$ cat config.mk
export PLATFORM = sky130hd
export DESIGN_NAME = mem_access_flat
export DESIGN_NICKNAME = d
export VERILOG_FILES = /design/src/rtl/mem_access_if.sv /design/src/rtl/mem_access.sv /design/src/flat_wrapper.sv
export SDC_FILE = /design/constraint.sdc
export NUM_CORES = 1
export LEC_CHECK = 0
export CAP_MARGIN = 20
export CORE_UTILIZATION = 40
export CTS_CLUSTER_SIZE = 16
export DETAILED_ROUTE_END_ITERATION = 12
export PLACE_DENSITY = 0.76
export SYNTH_ARGS = -nofsm -noshare
export SYNTH_HDL_FRONTEND = slang
export SYNTH_SLANG_ARGS = --single-unit
$ cat constraint.sdc
create_clock -name clk -period 2.45 [get_ports clk]
set_input_delay 0.245 -clock clk [delete_from_list [all_inputs] [get_ports clk]]
set_output_delay 0.245 -clock clk [all_outputs]
set_load 0.05 [all_outputs]
$ cat src/rtl/mem_access_if.sv
// -----------------------------------------------------------------------------
// mem_access_if
// Data-cache request/response bundle between the MEM stage and the D-cache.
//   dmem_read        : load request (held until dmem_resp)
//   dmem_write       : store request (held until dmem_resp)
//   dmem_addr        : word-aligned request address
//   dmem_wdata       : store data, already replicated into lane position
//   dmem_byte_enable : store byte lanes
//   dmem_rdata       : word-aligned read data from the cache
//   dmem_resp        : one-cycle response per request
// master = pipeline side, slave = cache side.
// -----------------------------------------------------------------------------
interface mem_access_if #(
  parameter int XLEN = 32
);
  logic            dmem_read;
  logic            dmem_write;
  logic [XLEN-1:0] dmem_addr;
  logic [XLEN-1:0] dmem_wdata;
  logic [3:0]      dmem_byte_enable;
  logic [XLEN-1:0] dmem_rdata;
  logic            dmem_resp;

  modport master (
    output dmem_read, dmem_write, dmem_addr, dmem_wdata, dmem_byte_enable,
    input  dmem_rdata, dmem_resp
  );

  modport slave (
    input  dmem_read, dmem_write, dmem_addr, dmem_wdata, dmem_byte_enable,
    output dmem_rdata, dmem_resp
  );
endinterface

$ cat src/rtl/mem_access.sv
// -----------------------------------------------------------------------------
// mem_access
// MEM pipeline stage plus the MEM/WB pipeline register.
// Issues data-cache requests for loads/stores coming out of EX/MEM, aligns and
// extends load data, lane-shifts store data and byte enables, and raises the
// data-side stall while a request is outstanding. A response that arrives while
// the front end is stalled is parked in a hold register so it is not lost.
//
// Ports
//   clk, rst_n           : clock, asynchronous active-low reset
//   exmem_*              : EX/MEM pipeline fields
//   istall_n             : instruction side not stalled
//   dmem (master)        : data-cache request/response bundle
//   dside_stall_n        : data side not stalled
//   memwb_*              : MEM/WB pipeline register outputs (incl. monitor fields)
// -----------------------------------------------------------------------------
module mem_access #(
  parameter int XLEN = 32
) (
  input  logic              clk,
  input  logic              rst_n,

  input  logic              exmem_valid,
  input  logic [XLEN-1:0]   exmem_alu_result,
  input  logic [XLEN-1:0]   exmem_rs2_data,
  input  logic [2:0]        exmem_funct3,
  input  logic              exmem_mem_read,
  input  logic              exmem_mem_write,
  input  logic              exmem_reg_write,
  input  logic [4:0]        exmem_rd_addr,

  input  logic              istall_n,

  mem_access_if.master      dmem,

  output logic              dside_stall_n,

  output logic              memwb_valid,
  output logic              memwb_reg_write,
  output logic              memwb_is_load,
  output logic [4:0]        memwb_rd_addr,
  output logic [XLEN-1:0]   memwb_alu_result,
  output logic [XLEN-1:0]   memwb_read_data,
  output logic [XLEN-1:0]   memwb_mem_addr,
  output logic [3:0]        memwb_mem_rmask,
  output logic [3:0]        memwb_mem_wmask,
  output logic [XLEN-1:0]   memwb_mem_wdata
);

  localparam logic [1:0] ST_IDLE = 2'd0;
  localparam logic [1:0] ST_REQ  = 2'd1;
  localparam logic [1:0] ST_DONE = 2'd2;

  // Byte mask for a B/H/W access selected by funct3[1:0]. Halves use addr[1]
  // only; words ignore the offset entirely.
  function automatic logic [3:0] access_mask(input logic [1:0] size,
                                             input logic [1:0] off);
    logic [3:0] m;
    case (size)
      2'b00:   m = 4'b0001 << off;
      2'b01:   m = 4'b0011 << {off[1], 1'b0};
      2'b10:   m = 4'b1111;
      default: m = 4'b0000;
    endcase
    return m;
  endfunction

  // Extract and sign/zero-extend the addressed byte or half of the cache word.
  function automatic logic [XLEN-1:0] load_align(input logic [2:0]      f3,
                                                 input logic [1:0]      off,
                                                 input logic [XLEN-1:0] word);
    logic [7:0]      b;
    logic [15:0]     h;
    logic [XLEN-1:0] r;
    b = word[{off, 3'b000} +: 8];
    h = word[{off[1], 4'b0000} +: 16];
    case (f3)
      3'b000:  r = {{24{b[7]}}, b};
      3'b001:  r = {{16{h[15]}}, h};
      3'b100:  r = {24'd0, b};
      3'b101:  r = {16'd0, h};
      default: r = word;
    endcase
    return r;
  endfunction

  // Replicate store data across all lanes; the byte enables pick the lane.
  function automatic logic [XLEN-1:0] store_shift(input logic [1:0]      size,
                                                  input logic [XLEN-1:0] data);
    logic [XLEN-1:0] r;
    case (size)
      2'b00:   r = {4{data[7:0]}};
      2'b01:   r = {2{data[15:0]}};
      default: r = data;
    endcase
    return r;
  endfunction

  logic [1:0]      state_q, state_d;
  logic [XLEN-1:0] hold_q, hold_d;

  logic            memwb_valid_q,      memwb_valid_d;
  logic            memwb_reg_write_q,  memwb_reg_write_d;
  logic            memwb_is_load_q,    memwb_is_load_d;
  logic [4:0]      memwb_rd_addr_q,    memwb_rd_addr_d;
  logic [XLEN-1:0] memwb_alu_result_q, memwb_alu_result_d;
  logic [XLEN-1:0] memwb_read_data_q,  memwb_read_data_d;
  logic [XLEN-1:0] memwb_mem_addr_q,   memwb_mem_addr_d;
  logic [3:0]      memwb_mem_rmask_q,  memwb_mem_rmask_d;
  logic [3:0]      memwb_mem_wmask_q,  memwb_mem_wmask_d;
  logic [XLEN-1:0] memwb_mem_wdata_q,  memwb_mem_wdata_d;

  logic            is_load;
  logic            is_store;
  logic            memop;
  logic            req_active;
  logic            advance;
  logic [1:0]      off;
  logic [3:0]      lane_mask;
  logic [XLEN-1:0] load_data;
  logic [XLEN-1:0] store_data;

  // ---- MEM stage: request generation and alignment ----
  // Load wins when both load and store are (illegally) asserted.
  assign is_load    = exmem_valid & exmem_mem_read;
  assign is_store   = exmem_valid & exmem_mem_write & ~exmem_mem_read;
  assign memop      = exmem_valid & (exmem_mem_read | exmem_mem_write);
  assign off        = exmem_alu_result[1:0];
  assign lane_mask  = access_mask(exmem_funct3[1:0], off);
  assign load_data  = load_align(exmem_funct3, off, dmem.dmem_rdata);
  assign store_data = store_shift(exmem_funct3[1:0], exmem_rs2_data);

  // rst_n gates the request so it drops the instant reset asserts, not at
  // the next clock edge.
  assign req_active = rst_n & memop & (state_q != ST_DONE);

  assign dmem.dmem_read        = req_active & is_load;
  assign dmem.dmem_write       = req_active & is_store;
  assign dmem.dmem_addr        = {exmem_alu_result[XLEN-1:2], 2'b00};
  assign dmem.dmem_wdata       = store_data;
  assign dmem.dmem_byte_enable = dmem.dmem_write ? lane_mask : 4'b0000;

  // A same-cycle response clears the stall, so zero-wait accesses cost nothing.
  assign dside_stall_n = ~(req_active & ~dmem.dmem_resp);
  assign advance       = dside_stall_n & istall_n;

  always_comb begin
    state_d = state_q;
    hold_d  = hold_q;
    case (state_q)
      ST_IDLE: begin
        // Responses without a live memop (e.g. stale after reset) are dropped.
        if (memop) begin
          if (!dmem.dmem_resp) begin
            state_d = ST_REQ;
          end else if (!istall_n) begin
            state_d = ST_DONE;
            hold_d  = load_data;
          end
        end
      end
      ST_REQ: begin
        if (dmem.dmem_resp) begin
          if (istall_n) begin
            state_d = ST_IDLE;
          end else begin
            state_d = ST_DONE;
            hold_d  = load_data;
          end
        end
      end
      ST_DONE: begin
        if (istall_n) state_d = ST_IDLE;
      end
      default: state_d = ST_IDLE;
    endcase
  end

  // ---- MEM/WB register ----
  always_comb begin
    memwb_valid_d      = memwb_valid_q;
    memwb_reg_write_d  = memwb_reg_write_q;
    memwb_is_load_d    = memwb_is_load_q;
    memwb_rd_addr_d    = memwb_rd_addr_q;
    memwb_alu_result_d = memwb_alu_result_q;
    memwb_read_data_d  = memwb_read_data_q;
    memwb_mem_addr_d   = memwb_mem_addr_q;
    memwb_mem_rmask_d  = memwb_mem_rmask_q;
    memwb_mem_wmask_d  = memwb_mem_wmask_q;
    memwb_mem_wdata_d  = memwb_mem_wdata_q;
    if (advance) begin
      memwb_valid_d      = exmem_valid;
      memwb_reg_write_d  = exmem_valid & exmem_reg_write;
      memwb_is_load_d    = is_load;
      memwb_rd_addr_d    = exmem_rd_addr;
      memwb_alu_result_d = exmem_alu_result;
      // In DONE the cache has already moved on; the parked word is the answer.
      memwb_read_data_d  = (state_q == ST_DONE) ? hold_q : load_data;
      memwb_mem_addr_d   = exmem_alu_result;
      memwb_mem_rmask_d  = is_load  ? lane_mask : 4'b0000;
      memwb_mem_wmask_d  = is_store ? lane_mask : 4'b0000;
      memwb_mem_wdata_d  = store_data;
    end
  end

  always_ff @(posedge clk or negedge rst_n) begin
    if (!rst_n) begin
      state_q            <= ST_IDLE;
      hold_q             <= '0;
      memwb_valid_q      <= 1'b0;
      memwb_reg_write_q  <= 1'b0;
      memwb_is_load_q    <= 1'b0;
      memwb_rd_addr_q    <= '0;
      memwb_alu_result_q <= '0;
      memwb_read_data_q  <= '0;
      memwb_mem_addr_q   <= '0;
      memwb_mem_rmask_q  <= '0;
      memwb_mem_wmask_q  <= '0;
      memwb_mem_wdata_q  <= '0;
    end else begin
      state_q            <= state_d;
      hold_q             <= hold_d;
      memwb_valid_q      <= memwb_valid_d;
      memwb_reg_write_q  <= memwb_reg_write_d;
      memwb_is_load_q    <= memwb_is_load_d;
      memwb_rd_addr_q    <= memwb_rd_addr_d;
      memwb_alu_result_q <= memwb_alu_result_d;
      memwb_read_data_q  <= memwb_read_data_d;
      memwb_mem_addr_q   <= memwb_mem_addr_d;
      memwb_mem_rmask_q  <= memwb_mem_rmask_d;
      memwb_mem_wmask_q  <= memwb_mem_wmask_d;
      memwb_mem_wdata_q  <= memwb_mem_wdata_d;
    end
  end

  assign memwb_valid      = memwb_valid_q;
  assign memwb_reg_write  = memwb_reg_write_q;
  assign memwb_is_load    = memwb_is_load_q;
  assign memwb_rd_addr    = memwb_rd_addr_q;
  assign memwb_alu_result = memwb_alu_result_q;
  assign memwb_read_data  = memwb_read_data_q;
  assign memwb_mem_addr   = memwb_mem_addr_q;
  assign memwb_mem_rmask  = memwb_mem_rmask_q;
  assign memwb_mem_wmask  = memwb_mem_wmask_q;
  assign memwb_mem_wdata  = memwb_mem_wdata_q;

endmodule

$ cat src/flat_wrapper.sv
// flat-port wrapper written by rule: the top's interface ports become plain ports
module mem_access_flat 
#(
  parameter int XLEN = 32
)
  (clk, rst_n, exmem_valid, exmem_alu_result, exmem_rs2_data, exmem_funct3, exmem_mem_read, exmem_mem_write, exmem_reg_write, exmem_rd_addr, istall_n, dside_stall_n, memwb_valid, memwb_reg_write, memwb_is_load, memwb_rd_addr, memwb_alu_result, memwb_read_data, memwb_mem_addr, memwb_mem_rmask, memwb_mem_wmask, memwb_mem_wdata, dmem_dmem_read, dmem_dmem_write, dmem_dmem_addr, dmem_dmem_wdata, dmem_dmem_byte_enable, dmem_dmem_rdata, dmem_dmem_resp);
  mem_access_if #(.XLEN(XLEN)) dmem_i ();
  input  logic clk;
  input  logic rst_n;
  input  logic exmem_valid;
  input  logic [XLEN-1:0] exmem_alu_result;
  input  logic [XLEN-1:0] exmem_rs2_data;
  input  logic [2:0] exmem_funct3;
  input  logic exmem_mem_read;
  input  logic exmem_mem_write;
  input  logic exmem_reg_write;
  input  logic [4:0] exmem_rd_addr;
  input  logic istall_n;
  output logic dside_stall_n;
  output logic memwb_valid;
  output logic memwb_reg_write;
  output logic memwb_is_load;
  output logic [4:0] memwb_rd_addr;
  output logic [XLEN-1:0] memwb_alu_result;
  output logic [XLEN-1:0] memwb_read_data;
  output logic [XLEN-1:0] memwb_mem_addr;
  output logic [3:0] memwb_mem_rmask;
  output logic [3:0] memwb_mem_wmask;
  output logic [XLEN-1:0] memwb_mem_wdata;
  output wire logic [$bits(dmem_i.dmem_read)-1:0] dmem_dmem_read;
  output wire logic [$bits(dmem_i.dmem_write)-1:0] dmem_dmem_write;
  output wire logic [$bits(dmem_i.dmem_addr)-1:0] dmem_dmem_addr;
  output wire logic [$bits(dmem_i.dmem_wdata)-1:0] dmem_dmem_wdata;
  output wire logic [$bits(dmem_i.dmem_byte_enable)-1:0] dmem_dmem_byte_enable;
  input wire logic [$bits(dmem_i.dmem_rdata)-1:0] dmem_dmem_rdata;
  input wire logic [$bits(dmem_i.dmem_resp)-1:0] dmem_dmem_resp;
  assign dmem_dmem_read = dmem_i.dmem_read;
  assign dmem_dmem_write = dmem_i.dmem_write;
  assign dmem_dmem_addr = dmem_i.dmem_addr;
  assign dmem_dmem_wdata = dmem_i.dmem_wdata;
  assign dmem_dmem_byte_enable = dmem_i.dmem_byte_enable;
  assign dmem_i.dmem_rdata = dmem_dmem_rdata;
  assign dmem_i.dmem_resp = dmem_dmem_resp;
  mem_access #(.XLEN(XLEN)) u_core (.clk(clk), .rst_n(rst_n), .exmem_valid(exmem_valid), .exmem_alu_result(exmem_alu_result), .exmem_rs2_data(exmem_rs2_data), .exmem_funct3(exmem_funct3), .exmem_mem_read(exmem_mem_read), .exmem_mem_write(exmem_mem_write), .exmem_reg_write(exmem_reg_write), .exmem_rd_addr(exmem_rd_addr), .istall_n(istall_n), .dmem(dmem_i), .dside_stall_n(dside_stall_n), .memwb_valid(memwb_valid), .memwb_reg_write(memwb_reg_write), .memwb_is_load(memwb_is_load), .memwb_rd_addr(memwb_rd_addr), .memwb_alu_result(memwb_alu_result), .memwb_read_data(memwb_read_data), .memwb_mem_addr(memwb_mem_addr), .memwb_mem_rmask(memwb_mem_rmask), .memwb_mem_wmask(memwb_mem_wmask), .memwb_mem_wdata(memwb_mem_wdata));
endmodule
* Word level (Yosys, flattened, before mapping)
Cells that the tools add are included.
Storage, ports and cells: register bits 146, input port bits 112, output and inout port bits 215, word-level logic and storage cells 66
Operators by class: equal/unequal tests 12, shift operators 4, multiplexer cells 18, bitwise gates (word level) 15, reductions and logical operators 6
Operators with widths (count):
- 32-bit two-way mux | 4
- 32-bit case mux with 2 select lines | 2
- 32-bit case mux with 4 select lines | 1
- 32-bit by 6-bit variable part select with 16-bit output | 1
- 32-bit by 6-bit variable part select with 8-bit output | 1
- 2-bit two-way mux | 6
- 4-bit two-way mux | 3
- 4-bit case mux with 3 select lines | 1
- 1-bit AND | 11
- 3-bit == test (second input constant) | 2
- 2-bit inequality test (second input constant) | 3
- 2-bit case mux with 3 select lines | 1
- 2-bit by 1-bit == test with 1-bit output (second input constant) | 2
- 2-bit == test (second input constant) | 2
- 2-bit zero test | 2
- 4-bit AND reduction | 1
- 1-bit by 2-bit << shifter with 4-bit output (first input constant) | 1
- 2-bit by 2-bit << shifter with 4-bit output (first input constant) | 1
- 3-bit by 1-bit == test with 1-bit output (second input constant) | 1
- 3-bit zero test | 1
- 3-bit inequality test (second input constant) | 1
- 1-bit inverter | 3
- 2-bit by 1-bit inequality test with 1-bit output (second input constant) | 1
- 2-bit AND reduction | 1
- 2 further kinds | 2

* Logic depth before layout (Yosys ltp)
depth in word-level cells 7, gate-level depth with buffers 7, gate-level depth less buffers 4

* Worst setup path before layout
Ideal clock, no wire load.
kind register -> output, from register u_core.state_q[1], to output port dmem_dmem_byte_enable[0], arrival time 2290 ps, data required time 2205 ps, setup slack -85 ps, cell stages (with the launch flop) 5, buffers on the path 1, cell sequence dfrtp_1 > nor2b_1 > buf_2 > or3_1 > nor3b_1
On the way: word-level cells in the longest chain between the ends 4
RTL lines:
- start: declaration | RTL line mem_access.sv:99 | logic [1:0] state_q, state_d;
- start signal: assignment | RTL line mem_access.sv:221 | state_q <= state_d;
- 2-bit inequality test | RTL line mem_access.sv:135 | assign req_active = rst_n & memop & (state_q != ST_DONE);
- 1-bit AND | RTL line mem_access.sv:135
- 1-bit AND | RTL line mem_access.sv:138 | assign dmem.dmem_write = req_active & is_store;
- 4-bit two-way mux | RTL line mem_access.sv:141 | assign dmem.dmem_byte_enable = dmem.dmem_write ? lane_mask : 4'b0000;
- end: declaration | RTL line flat_wrapper.sv:34 | output wire logic [$bits(dmem_i.dmem_byte_enable)-1:0] dmem_dmem_byte_enable;
No other way between the ends.

* Worst setup path after layout
Same ends and word-level chain as after synthesis.

==> impl.org <==
** Outcome
- Status :: finished, violations left
- The final reports fail on negative hold slack.

** Synth
- Post-synthesis instance area :: 7220 µm²
- Counting flops with a built-in enable in the synthesized netlist gives 0.
- Counting every instance in the synthesized netlist gives 801.
- After synthesis, the largest area contributor takes up 50.6% of total cell area.
- Sequential elements use 50.6% of the synthesized area.
- Post-synthesis async set-or-reset flop share :: between 90% and 100%
- In the post-synthesis netlist, the biggest area contributors are sky130_fd_sc_hd__dfrtp_1, sky130_fd_sc_hd__nand2_1, sky130_fd_sc_hd__buf_4.
- Among all flip-flop cells after synthesis, the most frequent one is sky130_fd_sc_hd__dfrtp_1.
- During synthesis, Yosys emitted a total of 0 warnings.
- Cell type contributing the most total cell area after synthesis :: sky130_fd_sc_hd__dfrtp_1
- After synthesis, the netlist uses 39 different library cells.
- Synthesis-stage register bit count :: 146
- Average cell area after synthesis :: 9.01 µm²

** Pwr
- In this run the power density over the cells is 793 nW/µm².
- P_leak :: about 4.9 nW
- Pwr Total :: a little under 9 mW
- VDD sags by at most approximately 0.52 mV.

** Critical path
- Type of element launching the critical path :: register
- Data arrives at the worst endpoint at approximately 2.1 ns.
- Critical path endpoint category :: output port
- R2R setup slack :: between 0.5 and 0.6 ns
- The critical path goes through nor2b_2 -> or3_1 -> nor3b_1 -> buf_12.
- Reg-to-reg startpoint :: u_core.state_q[1]
- RR Endpoint :: u_core.memwb_read_data[28]
- In this run the worst path has a maximum fanout of 5.
- Crit-path max cell delay :: 0.46 ns
- Measured in cells, the most critical reg-to-reg path has a length of 5.
- For this design, the slowest cell found on the critical path is sky130_fd_sc_hd__or3_1.
- The most critical setup path has its startpoint at u_core.state_q[1].
- For the worst setup path, the data required time is approximately 2.2 ns.
- The worst setup path is of the reg2out kind.
- Capture point of the critical path :: dmem_dmem_byte_enable[0]

** Clock network
- Total clock sinks :: 146
- TritonCTS built the clock tree.
- Number of buffers added by the clock tree synthesis step :: 17
- Resized cells post-CTS :: 0
- The clock tree synthesis step divided the H-tree into 4 levels.
- Clock latency on the worst-skew pair, taken at its later pin, is 0.42 ns.
- CTS clock-pin slew for the worst setup and hold paths :: 0.06 ns
- The number of hold buffers added after CTS was 0.
- Number of setup buffers added after CTS :: 0
- Maximum number of buffers from clock root to sink :: 2
- Root buffer cell :: sky130_fd_sc_hd__clkbuf_16

** Global routing
- The via count of the first global-routing pass was 6324.
- Antenna violations before repair :: 1
- Global routing consumed, over all layers together, 24.5% of the routing resources.
- The first global-routing pass estimated 34300 µm of wire.
- Entering global routing, the biggest net connects 147 pins.
- Global-route congestion overflow total :: 0

** Placement
- Post-placement cell count :: approximately 1300
- After legalization and detailed placement, the total HPWL measured 16700 µm.
- The count of buffers added on input and output ports is 324.
- The congestion estimate from routability-driven global placement came to 0.866.
- Area post-placement :: 10300 µm²

** Timing
- Slew Limit Fails :: 0
- Clock tree skew after final layout :: 0.00898 ns
- Number of endpoints failing setup at the final stage :: 0
- Unrepaired setup endpoints after global routing :: no
- Remaining max-slew budget at the tightest pin :: approximately 48%
- The worst path uses a little over nine tenths of the clock period.
- Endpoints failing hold :: 18
- After layout, the minimum clock period comes to around 2.4 ns.
- Smallest hold slack :: -0.0126 ns
- Peak Freq :: 423 MHz
- At the pin with the least slew margin, the transition time is 0.785 ns.
- Setup total negative slack on the finished layout was measured at 0 ns.

** Cells and area
- Cells fill 62.6% of the core in the end.
- Final design area excluding fillers :: 10900 µm²
- The library cell used most frequently in the layout, excluding fill and tap cells, is sky130_fd_sc_hd__clkdlybuf4s50_1.
- In the layout the commonest cells are sky130_fd_sc_hd__clkdlybuf4s50_1, sky130_fd_sc_hd__nand2_1, sky130_fd_sc_hd__dfrtp_1.
- Count of antenna diodes in the layout :: 0
- Signed area change from the synthesized netlist to the final layout :: 51.4%
- Counting the fill cells in the layout gives roughly 1500.
- Layout cells sized above 1 :: between 10% and 20%
- Once layout is complete, the cells apart from fillers number between 1000 and 1500.
- At the end of the flow, the number of nets in the layout was between 1000 and 1500.

** Detailed routing
- Final Routed Wirelength :: between 20000 and 25000 µm
- In the routed layout, each cell is associated on average with a via count of 5.08.
- Total vias in the final route :: between 6000 and 7000
- In this run the remaining antenna-violating nets after routing total 0.
- Starting DRC count in detailed routing :: a little under 400
- In the final routed layout, each cell accounts on average for 17.8 µm.
- The first detailed-routing pass ran for 5 iterations.
- For this run, design rule violations remaining after detail routing come to 0.

** Floorplan
- The die is between 100 and 150 µm wide.
- Number of cell rows :: 48
- Chip Height :: between 100 and 150 µm
- Effective utilization at floorplan :: roughly two fifths
- The die covers between 15000 and 20000 µm².
- Number of top-level pins :: 327
- The core region is 17500 µm².

** Job
- The tool flagged a number of max-cap violations equal to 0.

** Min path
- The path class of the tightest hold or removal check is in2async.
cell families after synthesis:
| logic type | share of synthesized area, % |
|---|---|
| compound gates | 13.1 |
| other cells | 0.0519 |
| mux | 5.36 |
| flops | 50.6 |
| simple gates | 20.1 |
| buf+inv | 10.8 |
metal layers:
| metal | GRT usage [%] | part of all wire [%] | vias to the layer above |
|---|---|---|---|
| met5 | 0 | 0.070 | - |
| met4 | 9.75 | 2.6 | 2 |
| met3 | 5.97 | 7.0 | 45 |
| met2 | 39.9 | 49 | 265 |
| met1 | 31.1 | 41 | 3104 |
| li1 | - | - | 3122 |
final cells by class:
class,count,area [µm²],area share [%]
Sequential cell,146,3650,33.4
Timing Repair Buffer,351,3600,32.9
Multi-Input combinational cell,527,2790,25.6
Clock buffer,22,484,4.43
Tap cell,225,282,2.57
Clock inverter,10,98.8,0.904
Inverter,5,18.8,0.172
critical path, delay by kind of cell (launching register included):
| family | cells | cell delay (ns) |
|---|---|---|
| DFF | 1 | 0.44 |
| buffers and inverters | 1 | 0.19 |
| and+or+nand+nor | 3 | 1.06 |
per-stage QoR:
stage	setup WS, ns	hold WS (ns)
final	0.0866	-0.0126
after global routing	0.00868	0.0471
after CTS	0.0532	0.0215
after detailed placement	0.0862	0.459
after global placement	0.135	0.454
after floorplan	-0.0853	-0.0506
state kept, by name, indices dropped and copies added (netlist names):
name                     flops
u_core.memwb_is_load         1
u_core.memwb_alu_result     32
u_core.memwb_rd_addr         5
u_core.memwb_read_data      32
u_core.memwb_mem_rmask       4
u_core.hold_q               32
u_core.memwb_mem_wdata      32
u_core.memwb_valid           1
u_core.memwb_reg_write       1
u_core.state_q               2
u_core.memwb_mem_wmask       4
how the worst min path moves through the flow:
stage / endpoint / slack (ns) / depth (start not counted)
after floorplan: u_core.hold_q[0] / -0.05 / 0
after global placement: u_core.memwb_reg_write / 0.45 / 2
after detailed placement: u_core.memwb_reg_write / 0.46 / 2
after CTS: u_core.memwb_alu_result[13] / 0.02 / 2
after global routing: u_core.state_q[0] / 0.05 / 2
final: u_core.memwb_alu_result[13] / -0.01 / 2
synthesized netlist by cell type (2+ instances only):
cell	instances
sky130_fd_sc_hd__buf_1	5
sky130_fd_sc_hd__o21ai_1	2
sky130_fd_sc_hd__o21ai_0	65
sky130_fd_sc_hd__nor2_1	25
sky130_fd_sc_hd__mux2_2	17
sky130_fd_sc_hd__o221ai_1	7
sky130_fd_sc_hd__nor3b_1	4
sky130_fd_sc_hd__and3_1	16
sky130_fd_sc_hd__nand2_1	272
sky130_fd_sc_hd__buf_4	74
sky130_fd_sc_hd__dfrtp_1	146
sky130_fd_sc_hd__clkbuf_1	31
sky130_fd_sc_hd__buf_2	14
sky130_fd_sc_hd__mux4_2	2
sky130_fd_sc_hd__a221oi_1	8
sky130_fd_sc_hd__and2_1	3
sky130_fd_sc_hd__a21oi_1	20
sky130_fd_sc_hd__nor2b_1	3
sky130_fd_sc_hd__a31oi_1	16
sky130_fd_sc_hd__a32o_1	2
sky130_fd_sc_hd__mux2i_1	15
sky130_fd_sc_hd__nand3b_1	16
sky130_fd_sc_hd__or3_1	2
sky130_fd_sc_hd__o211ai_1	2
sky130_fd_sc_hd__inv_1	5
sky130_fd_sc_hd__a41oi_1	16
power breakdown:
| group | total [mW] | internal, mW | switching, mW |
|---|---|---|---|
| Clock | 2.53 | 1.51 | 1.02 |
| Combinational | 3.12 | 1.09 | 2.03 |
| Sequential | 3.01 | 2.79 | 0.221 |
(Power assumes the default switching activity.)
